File: src/rtl/lsu_bus_master_pkg.sv
// Shared types and helpers for the load/store unit and its data-memory bus.
package lsu_bus_master_pkg;

   // Access size as carried on cpu_op; the reserved encoding 2'b11 decodes to a word.
   typedef enum logic [1:0] {
      SzWord = 2'b00,
      SzHalf = 2'b01,
      SzByte = 2'b10
   } lsu_size_e;

   // Exception code reported alongside cpu_done.
   typedef enum logic [1:0] {
      ExcNone   = 2'b00,
      ExcAdEL   = 2'b01,
      ExcAdES   = 2'b10,
      ExcBusTmo = 2'b11
   } lsu_exc_e;

   typedef enum logic [1:0] {
      StIdle = 2'b00,
      StReq  = 2'b01,
      StWait = 2'b10,
      StResp = 2'b11
   } lsu_state_e;

   function automatic lsu_size_e size_decode(input logic [1:0] op);
      case (op)
         2'b01:   return SzHalf;
         2'b10:   return SzByte;
         default: return SzWord;
      endcase
   endfunction

   function automatic logic misaligned(input lsu_size_e size, input logic [1:0] off);
      case (size)
         SzHalf:  return off[0];
         SzByte:  return 1'b0;
         default: return off != 2'b00;
      endcase
   endfunction

   function automatic logic [3:0] byte_en(input lsu_size_e size, input logic [1:0] off);
      case (size)
         SzHalf:  return off[1] ? 4'b1100 : 4'b0011;
         SzByte:  return 4'b0001 << off;
         default: return 4'b1111;
      endcase
   endfunction

   // Replicate the right-aligned store data across every lane it could land in.
   function automatic logic [31:0] lane_data(input lsu_size_e size, input logic [31:0] wdata);
      case (size)
         SzHalf:  return {2{wdata[15:0]}};
         SzByte:  return {4{wdata[7:0]}};
         default: return wdata;
      endcase
   endfunction

endpackage

File: src/rtl/lsu_bus_master_if.sv
// req/gnt/rvalid data-memory bus between the LSU (master) and the memory (slave).
interface lsu_bus_master_if;
   logic        mem_req;
   logic        mem_we;
   logic [31:0] mem_addr;
   logic [3:0]  mem_be;
   logic [31:0] mem_wdata;
   logic        mem_gnt;
   logic        mem_rvalid;
   logic [31:0] mem_rdata;

   modport master (
      output mem_req, mem_we, mem_addr, mem_be, mem_wdata,
      input  mem_gnt, mem_rvalid, mem_rdata
   );

   modport slave (
      input  mem_req, mem_we, mem_addr, mem_be, mem_wdata,
      output mem_gnt, mem_rvalid, mem_rdata
   );
endinterface

File: src/rtl/lsu_load_align.sv
// Picks the addressed half/byte out of a read word and zero- or sign-extends it.
module lsu_load_align
   import lsu_bus_master_pkg::*;
(
   input  logic [31:0] rdata_i,
   input  logic [1:0]  offset_i,
   input  lsu_size_e   size_i,
   input  logic        signed_i,
   output logic [31:0] data_o
);

   logic [15:0] half_w;
   logic [7:0]  byte_w;

   // Lane select followed by extension of the selected field's top bit.
   always_comb begin
      half_w = offset_i[1] ? rdata_i[31:16] : rdata_i[15:0];
      byte_w = rdata_i[{offset_i, 3'b000} +: 8];
      case (size_i)
         SzHalf:  data_o = {{16{signed_i & half_w[15]}}, half_w};
         SzByte:  data_o = {{24{signed_i & byte_w[7]}}, byte_w};
         default: data_o = rdata_i;
      endcase
   end

endmodule

File: src/rtl/lsu_bus_master.sv
// Load/store unit: one access at a time from MEM, alignment check, bus transfer,
// load extraction and a pipeline stall until the access completes.
module lsu_bus_master
   import lsu_bus_master_pkg::*;
#(
   parameter int unsigned TIMEOUT = 255  // 0 disables the bus timeout
) (
   input  logic                    clk,
   input  logic                    reset,
   input  logic                    cpu_valid_i,
   input  logic                    cpu_we_i,
   input  logic [1:0]              cpu_op_i,
   input  logic                    cpu_signed_i,
   input  logic [31:0]             cpu_addr_i,
   input  logic [31:0]             cpu_wdata_i,
   output logic                    cpu_stall_o,
   output logic                    cpu_done_o,
   output logic [31:0]             cpu_rdata_o,
   output logic [1:0]              cpu_exc_o,
   lsu_bus_master_if.master        bus
);

   lsu_state_e  state_q, state_d;
   lsu_size_e   size_q, size_d;
   logic        sgn_q, sgn_d;
   logic [1:0]  off_q, off_d;
   logic        we_q, we_d;
   logic [31:0] addr_q, addr_d;
   logic [3:0]  be_q, be_d;
   logic [31:0] wdata_q, wdata_d;
   logic [31:0] rdata_q, rdata_d;
   lsu_exc_e    exc_q, exc_d;
   logic [31:0] cnt_q, cnt_d;

   lsu_size_e   cpu_size;
   logic [31:0] cnt_inc;
   logic        tmo_hit;
   logic [31:0] load_data;

   assign cpu_size = size_decode(cpu_op_i);
   assign cnt_inc  = cnt_q + 32'd1;
   // Expiry fires in the cycle the counter would reach TIMEOUT, so the request is
   // outstanding for exactly TIMEOUT cycles before the error response.
   assign tmo_hit  = (TIMEOUT != 0) && (cnt_inc == TIMEOUT);

   lsu_load_align u_load_align (
      .rdata_i  (bus.mem_rdata),
      .offset_i (off_q),
      .size_i   (size_q),
      .signed_i (sgn_q),
      .data_o   (load_data)
   );

   // Next-state and datapath capture for the access FSM.
   always_comb begin
      state_d = state_q;
      size_d  = size_q;
      sgn_d   = sgn_q;
      off_d   = off_q;
      we_d    = we_q;
      addr_d  = addr_q;
      be_d    = be_q;
      wdata_d = wdata_q;
      rdata_d = rdata_q;
      exc_d   = exc_q;
      cnt_d   = cnt_q;
      unique case (state_q)
         StIdle: begin
            if (cpu_valid_i) begin
               size_d  = cpu_size;
               sgn_d   = cpu_signed_i;
               off_d   = cpu_addr_i[1:0];
               cnt_d   = '0;
               rdata_d = '0;
               if (misaligned(cpu_size, cpu_addr_i[1:0])) begin
                  exc_d   = cpu_we_i ? ExcAdES : ExcAdEL;
                  state_d = StResp;
               end else begin
                  exc_d   = ExcNone;
                  we_d    = cpu_we_i;
                  addr_d  = {cpu_addr_i[31:2], 2'b00};
                  be_d    = byte_en(cpu_size, cpu_addr_i[1:0]);
                  wdata_d = lane_data(cpu_size, cpu_wdata_i);
                  state_d = StReq;
               end
            end
         end
         StReq, StWait: begin
            cnt_d = cnt_inc;
            // A response in the expiry cycle still completes normally.
            if (bus.mem_rvalid && (bus.mem_gnt || state_q == StWait)) begin
               rdata_d = we_q ? '0 : load_data;
               exc_d   = ExcNone;
               state_d = StResp;
            end else if (tmo_hit) begin
               rdata_d = '0;
               exc_d   = ExcBusTmo;
               state_d = StResp;
            end else if (state_q == StReq && bus.mem_gnt) begin
               state_d = StWait;
            end
         end
         StResp:  state_d = StIdle;
         default: state_d = StIdle;
      endcase
   end

   // State and captured-access registers with synchronous reset.
   always_ff @(posedge clk) begin
      if (reset) begin
         state_q <= StIdle;
         size_q  <= SzWord;
         sgn_q   <= 1'b0;
         off_q   <= 2'b00;
         we_q    <= 1'b0;
         addr_q  <= '0;
         be_q    <= '0;
         wdata_q <= '0;
         rdata_q <= '0;
         exc_q   <= ExcNone;
         cnt_q   <= '0;
      end else begin
         state_q <= state_d;
         size_q  <= size_d;
         sgn_q   <= sgn_d;
         off_q   <= off_d;
         we_q    <= we_d;
         addr_q  <= addr_d;
         be_q    <= be_d;
         wdata_q <= wdata_d;
         rdata_q <= rdata_d;
         exc_q   <= exc_d;
         cnt_q   <= cnt_d;
      end
   end

   assign cpu_done_o  = (state_q == StResp);
   assign cpu_stall_o = cpu_valid_i & ~cpu_done_o;
   assign cpu_rdata_o = cpu_done_o ? rdata_q : '0;
   assign cpu_exc_o   = cpu_done_o ? exc_q : ExcNone;

   assign bus.mem_req   = (state_q == StReq);
   assign bus.mem_we    = we_q;
   assign bus.mem_addr  = addr_q;
   assign bus.mem_be    = be_q;
   assign bus.mem_wdata = wdata_q;

endmodule

File: src/flat_wrapper.sv
// flat-port wrapper written by rule: the top's interface ports become plain ports
module lsu_bus_master_flat import lsu_bus_master_pkg::*;
#(
   parameter int unsigned TIMEOUT = 255                               
)
  (clk, reset, cpu_valid_i, cpu_we_i, cpu_op_i, cpu_signed_i, cpu_addr_i, cpu_wdata_i, cpu_stall_o, cpu_done_o, cpu_rdata_o, cpu_exc_o, bus_mem_req, bus_mem_we, bus_mem_addr, bus_mem_be, bus_mem_wdata, bus_mem_gnt, bus_mem_rvalid, bus_mem_rdata);
  lsu_bus_master_if bus_i ();
  input  logic clk;
  input  logic reset;
  input  logic cpu_valid_i;
  input  logic cpu_we_i;
  input  logic [1:0] cpu_op_i;
  input  logic cpu_signed_i;
  input  logic [31:0] cpu_addr_i;
  input  logic [31:0] cpu_wdata_i;
  output logic cpu_stall_o;
  output logic cpu_done_o;
  output logic [31:0] cpu_rdata_o;
  output logic [1:0] cpu_exc_o;
  output wire logic [$bits(bus_i.mem_req)-1:0] bus_mem_req;
  output wire logic [$bits(bus_i.mem_we)-1:0] bus_mem_we;
  output wire logic [$bits(bus_i.mem_addr)-1:0] bus_mem_addr;
  output wire logic [$bits(bus_i.mem_be)-1:0] bus_mem_be;
  output wire logic [$bits(bus_i.mem_wdata)-1:0] bus_mem_wdata;
  input wire logic [$bits(bus_i.mem_gnt)-1:0] bus_mem_gnt;
  input wire logic [$bits(bus_i.mem_rvalid)-1:0] bus_mem_rvalid;
  input wire logic [$bits(bus_i.mem_rdata)-1:0] bus_mem_rdata;
  assign bus_mem_req = bus_i.mem_req;
  assign bus_mem_we = bus_i.mem_we;
  assign bus_mem_addr = bus_i.mem_addr;
  assign bus_mem_be = bus_i.mem_be;
  assign bus_mem_wdata = bus_i.mem_wdata;
  assign bus_i.mem_gnt = bus_mem_gnt;
  assign bus_i.mem_rvalid = bus_mem_rvalid;
  assign bus_i.mem_rdata = bus_mem_rdata;
  lsu_bus_master #(.TIMEOUT(TIMEOUT)) u_core (.clk(clk), .reset(reset), .cpu_valid_i(cpu_valid_i), .cpu_we_i(cpu_we_i), .cpu_op_i(cpu_op_i), .cpu_signed_i(cpu_signed_i), .cpu_addr_i(cpu_addr_i), .cpu_wdata_i(cpu_wdata_i), .cpu_stall_o(cpu_stall_o), .cpu_done_o(cpu_done_o), .cpu_rdata_o(cpu_rdata_o), .cpu_exc_o(cpu_exc_o), .bus(bus_i));
endmodule
File: config.mk
export PLATFORM = sky130hd
export DESIGN_NAME = lsu_bus_master_flat
export DESIGN_NICKNAME = d
export VERILOG_FILES = /design/src/rtl/lsu_bus_master_pkg.sv /design/src/rtl/lsu_bus_master_if.sv /design/src/rtl/lsu_load_align.sv /design/src/rtl/lsu_bus_master.sv /design/src/flat_wrapper.sv
export SDC_FILE = /design/constraint.sdc
export NUM_CORES = 1
export LEC_CHECK = 0
export ABC_AREA = 1
export BUFFER_PORTS_ARGS = -buffer_cell sky130_fd_sc_hd__buf_4
export CAP_MARGIN = 20
export CORE_MARGIN = 2
export CORE_UTILIZATION = 45
export CTS_CLUSTER_SIZE = 20
export DETAILED_ROUTE_END_ITERATION = 16
export PLACE_DENSITY = 0.7
export SLEW_MARGIN = 25
export SYNTH_ARGS = -nofsm -noshare
export SYNTH_HDL_FRONTEND = slang
export SYNTH_HIERARCHICAL = 1
export SYNTH_SLANG_ARGS = --single-unit
File: constraint.sdc
create_clock -name clk -period 5.5 [get_ports clk]
set_input_delay 1.1 -clock clk [delete_from_list [all_inputs] [get_ports clk]]
set_output_delay 1.1 -clock clk [all_outputs]
set_load 0.02 [all_outputs]
# Word-level counts from Yosys, hierarchy flattened
# Cells that the tools add are included.
dict set report totals {
  ff_bits 140
  input_bits 105
  word_cells 73
}
dict set report classes {
  addsub 1
  eq_ne 13
  shifts 2
  n_mux 29
  n_bitwise 5
  reduce_logical 12
}
# cell n
set op_table {}
lappend op_table {{32-bit one-hot mux with 2 select lines} 4}
lappend op_table {{32-bit 2-to-1 mux} 5}
lappend op_table {{32-bit by 1-bit adder with 32-bit output, second input constant} 1}
lappend op_table {{32-bit by 8-bit equality test with 1-bit output, second input constant} 1}
lappend op_table {{32-bit by 6-bit indexed part select with 8-bit output} 1}
lappend op_table {{2-bit 2-to-1 mux} 11}
lappend op_table {{16-bit 2-to-1 mux} 1}
lappend op_table {{2-bit equality test, second input constant} 5}
lappend op_table {{2-bit by 1-bit equality test with 1-bit output, second input constant} 4}
lappend op_table {{2-bit one-hot mux with 2 select lines} 2}
lappend op_table {{4-bit one-hot mux with 2 select lines} 1}
lappend op_table {{2-bit one-hot mux with 3 select lines} 1}
lappend op_table {{2-bit AND reduction} 3}
lappend op_table {{3-bit AND reduction} 2}
lappend op_table {{4-bit 2-to-1 mux} 1}
lappend op_table {{4-bit by 1-bit inequality test with 1-bit output, second input constant} 1}
lappend op_table {{2-bit nonzero test} 2}
lappend op_table {{1-bit by 2-bit << shifter with 4-bit output, first input constant} 1}
lappend op_table {{1-bit AND} 3}
lappend op_table {{3-bit by 1-bit inequality test with 1-bit output, second input constant} 1}
lappend op_table {{1-bit logical AND} 2}
lappend op_table {{2-bit zero test} 1}
lappend op_table {{1-bit 2-to-1 mux} 2}
lappend op_table {{2-bit inequality test, second input constant} 1}
lappend op_table {{other kinds (4)} 5}

# Longest topological paths before layout
dict set report depth {
  depth_word 9
  ltp_mapped 19
}

# Hierarchy
# Netlist, hierarchy kept.
# mod instances cells_per_inst area_per_inst_um2
set by_module_without_submodules {}
lappend by_module_without_submodules {lsu_bus_master 1 1182 7355.8}
lappend by_module_without_submodules {lsu_load_align 1 165 724.4}

# Worst setup path before layout
# Ideal clock, no wire load.
dict set report synth_path {
  path_type {input to register}
  startpoint {in cpu_op_i[0]}
  endpoint {reg u_core.wdata_q[28] (netlist: u_core/bus.mem_wdata[28])}
  t_arrival_ns 2.839
  required_ns 5.372
  setup_slack_ns 2.533
  path_stages 12
  cell_sequence {inv_1 -> ha_1 -> buf_2 -> clkinv_1 -> a21oi_1 -> a21oi_1 -> nand2_1 -> clkbuf_1 -> clkbuf_1 -> a21oi_1 -> a21oi_1 -> nor2_1}
}
dict set report synth_via {
  elab_chain_cells 8
  word_cells_on_any_way 11
  classes_between {4 x eq/ne; 5 x mux; 1 x bitwise; 1 x reduce/logical}
}
# item line
set synth_lines {}
lappend synth_lines {{start, declared} flat_wrapper.sv:12} ;# input logic [1:0] cpu_op_i;
lappend synth_lines {{2-bit equality test or 2-bit by 1-bit equality test with 1-bit output (tied branches)} lsu_bus_master_pkg.sv:27} ;# case (op)
lappend synth_lines {{2-bit one-hot mux with 2 select lines (*)} lsu_bus_master_pkg.sv:27}
lappend synth_lines {{2-bit equality test or 2-bit by 1-bit equality test with 1-bit output (tied branches)} {lsu_bus_master_pkg.sv:35, lsu_bus_master_pkg.sv:52}}
lappend synth_lines {{1-bit one-hot mux with 2 select lines} lsu_bus_master_pkg.sv:35} ;# case (size)
lappend synth_lines {{1-bit 2-to-1 mux} lsu_bus_master.sv:69} ;# if (cpu_valid_i) begin
lappend synth_lines {{1-bit 2-to-1 mux} lsu_bus_master.sv:67} ;# unique case (state_q)
lappend synth_lines {{1-bit NOT (no line)} --}
lappend synth_lines {{3-bit AND reduction (no line)} --}
lappend synth_lines {{end signal, assigned} lsu_bus_master.sv:130} ;# wdata_q <= wdata_d;
lappend synth_lines {{end, declared} lsu_bus_master.sv:30} ;# logic [31:0] wdata_q, wdata_d;
# Mark *: on every way between the ends. The rest lies on a longest branch, timed or not. The select of a mux whose other input is x is not followed.
# A chain may end at the register's enable or synchronous reset.

# Worst setup path after layout
dict set report layout_path {
  startpoint {in cpu_op_i[0]}
  endpoint {reg u_core.wdata_q[20] (netlist: u_core/bus.mem_wdata[20])}
}
# Same word-level chain as after synthesis.

==> results by group <==
Yosys
  • FF+latch count, synth: 140
  • Synthesized instance count: 1347
  • Synthesis Warnings: 6
  • Post-synthesis sequential area ratio: 34.69%
  • Synth top area share: 34.69%
  • Leading area contributor after synthesis: dfxtp_1
  • Main area contributors after synthesis: dfxtp_1 (35%), nand2_1 (23%), a21oi_1 (10%)
  • Yosys cell types: 36
  • Post-Syn Area: 0.008080 sq mm
  • Avg Cell Area, Syn: 5.999 sq um

Drt
  • Final wirelength: 24470 um
  • Drt pass-1 iters: 5
  • # DRC: 0
  • Antenna viol nets, final: 0
  • Vias: 8954
  • WL per Instance: 14.01 um
  • Drt via density: 5.125
  • Initial DRC count: 650

Hold path
  • Hold Crit Class: flip-flop to flip-flop
  • Worst Hold Depth: 2
  • HP Start: u_core/exc_q[0]
  • Endpoint, Worst Hold: u_core/exc_q[0]

Die
  • Chip width: 138 um
  • Die H: 138 um
  • # rows: 49
  • I/O pin count: 211
  • Die area: 0.01904 sq mm
  • Initial core utilization: 45.45%
  • Core footprint: 0.01778 sq mm

Worst setup path
  • CP Class: input port to flip-flop
  • Reg-to-Reg End: u_core/rdata_q[2]
  • Critical Path Max Stage Delay: 0.69 ns
  • CP max stage cell: clkinv_1
  • Delay-heaviest family, CP: buffers and inverters
  • Worst Path Required: 5.78 ns
  • Critical Path Start Type: input port
  • CP dominant cell by count: a21oi_1
  • Worst path bufs/invs: 4
  • R2r startpoint: u_core/cnt_q[1]
  • Path depth of the worst reg2reg path: 16
  • Worst Path Arrival: 4.01 ns
  • R2R Setup Slk: 2.39 ns
  • CP Cell Sequence: buf_4, inv_1, ha_1, clkinv_1, a21oi_1, a21oi_4, nand2_2, buf_12, a21oi_1, a21oi_1, nor2_1
  • Worst setup EP type: flip-flop
  • Max FO, Critical Path: 71

STA
  • Min Tclk post-route: 3.733 ns
  • Clock skew: 0.01052 ns
  • Setup TNS: 0 ns
  • Fmax: 0.2679 GHz
  • WHS: 0.4513 ns
  • Hold Fails Final Rpt: 0
  • Final Slew Violations: 0
  • Worst rel slew slack: 32.32%
  • Crit share post-route: 67.87%
  • Least-Margin Pin Slew: 1.014 ns
  • Final-report setup violation count: 0
  • RSZ-0062 raised after global routing: false

Power and ir drop
  • Max IR drop VDD: 0.0003045 V
  • Total design power: 4.099 mW
  • Pwr dens: 397.5 mW/mm^2
  • LEAKAGE: 4.827 nW

Finish
  • Share of layout cells above drive strength 1: 18.25%
  • N_diodes: 0
  • Area Growth Syn to Fin: 27.61%
  • Fin nets: 1622
  • Util after Layout: 57.99%

Clock network
  • CTS Buf Count: 17
  • Resize count post-CTS: 0
  • Skew-Pair Late Insertion Delay: 0.42 ns
  • Clock slew at reported path FFs: 0.06 ns
  • Root buffer cell: clkbuf_16
  • # hold bufs at CTS: 0
  • TritonCTS clock tree: done
  • Max Buffers Root-to-Sink: 2
  • TritonCTS Sinks: 140
  • Post-CTS Setup Inserts: 0
  • H-tree levels: 4

Global route
  • Largest net degree at the start of global routing: 79
  • Number of global-route vias before repair: 8198
  • Gr ovfl total: 0
  • GRT met1 Usage: 32.51%
  • Met2 Usage GRT: 40.83%
  • M3 GR Usage: 7.620%
  • First-pass GRT wire length: 40150 um
  • Most Crowded Layer GR: met2
  • Total track usage: 25.22%
  • Initial antenna violation count: 0

Flow run
  • Number of max-cap violations: 0

Placement
  • Final HPWL DP: 17360 um
  • IO buf count: 208
  • Final GP Congestion: 0.9014

Status
  • Status: completed
cell families after synthesis:
kind of cell,after synthesis,synth area share (%)
other,1,0.04641
XOR/XNOR,3,0.3252
buffers and inverters,192,9.508
AND/OR/NAND/NOR,789,39.95
flip-flops,140,34.69
adder cells (fa/ha/maj),12,1.858
AO/OA/AOI/OAI,210,13.63
per-layer routing:
layer  wire (um)  vias to the layer above
li1            -                     4564
met1       10570                     4030
met2       11350                      329
met3        2133                       31
met4         420                        0
met5           0                        -
worst min-delay path: stages, from the launching register on:
cell	delay [ns]
dfxtp_1	0.31
inv_1	0.05
a21oi_1	0.05
how the worst max path moves through the flow:
stage | to | from | cells past startpoint | slack, ns
finish | u_core/bus.mem_wdata[20] | cpu_op_i[0] | 11 | 1.77
global route | u_core/bus.mem_wdata[16] | cpu_op_i[0] | 11 | 1.50
CTS | u_core/bus.mem_wdata[17] | cpu_op_i[0] | 11 | 1.85
detailed placement | u_core/bus.mem_wdata[17] | cpu_op_i[0] | 11 | 1.48
global placement | u_core/bus.mem_wdata[29] | cpu_op_i[0] | 11 | 1.59
floorplan | u_core/bus.mem_wdata[28] | cpu_op_i[0] | 12 | 2.53
area by class of cell:
type                       count  area [sq um]
timing repair buffer         215          1647
tap                          229         286.5
fill                        1812          7468
clock inverter                12         135.1
clock buffer                  20         466.7
sequential                   140          2803
inverter                     115         435.4
multi-input combinational   1016          4538
cell usage after synthesis:
cell / count
nor2_4: 4
ha_1: 12
nand2_1: 489
dfxtp_1: 140
and2_1: 1
inv_4: 1
o21ai_1: 2
o31ai_1: 4
a21boi_0: 1
nand2_4: 1
buf_2: 12
o311ai_0: 2
buf_4: 4
conb_1: 1
nor2_1: 164
nand3_2: 1
buf_1: 3
nand3b_1: 13
xor2_1: 2
nor2_2: 5
nand2_2: 9
nand3_1: 94
clkbuf_1: 56
or2_2: 2
clkinv_1: 2
a31oi_1: 8
inv_1: 112
buf_6: 2
a211oi_1: 1
nand4_1: 5
nor3_1: 1
o21ai_0: 27
xnor2_1: 1
a21oi_1: 163
a21oi_2: 1
o21bai_4: 1
placed cells by master (no fill, tap or decap), types with 2 or more instances in the layout:
cell type,n
bufinv_16,2
o21ai_0,26
a31oi_1,8
o311ai_0,2
clkbuf_16,17
or2_2,2
buf_4,213
ha_1,12
nor2_2,5
nor2_4,4
dfxtp_1,140
nand3b_1,13
inv_6,3
clkinv_4,3
clkbuf_8,3
nor2_1,164
nand2_1,488
conb_1,2
clkinv_2,4
a21oi_1,162
xor2_1,2
nand2_2,10
inv_1,111
o31ai_1,4
nand3_1,94
nand4_1,5
o21ai_1,2
state kept, by name, summed over array words and instances, names as in the netlist:
signal and count:
u_core/rdata_q 32, u_core/bus.mem_we 1, u_core/state_q 2, u_core/bus.mem_addr 30, u_core/off_q 2, u_core/sgn_q 1, u_core/bus.mem_be 4, u_core/bus.mem_wdata 32
u_core/exc_q 2, u_core/size_q 2, u_core/cnt_q 32
per-stage QoR:
step	area, sq um	worst slack, ns	instances
finish	10310	1.767	1747
global route	10310	1.496	1747
CTS	10310	1.848	1747
detailed placement	9708	1.484	1715
global placement	9681	1.592	1714
floorplan	8084	2.533	1348
power by group:
group	total (mW)	switching [mW]	internal (mW)
logic	1.66	1.11	0.554
registers	1.27	0.104	1.17
clock network	1.17	0.457	0.708
total	4.10	1.67	2.43
Power figures use the tool's default switching activity.
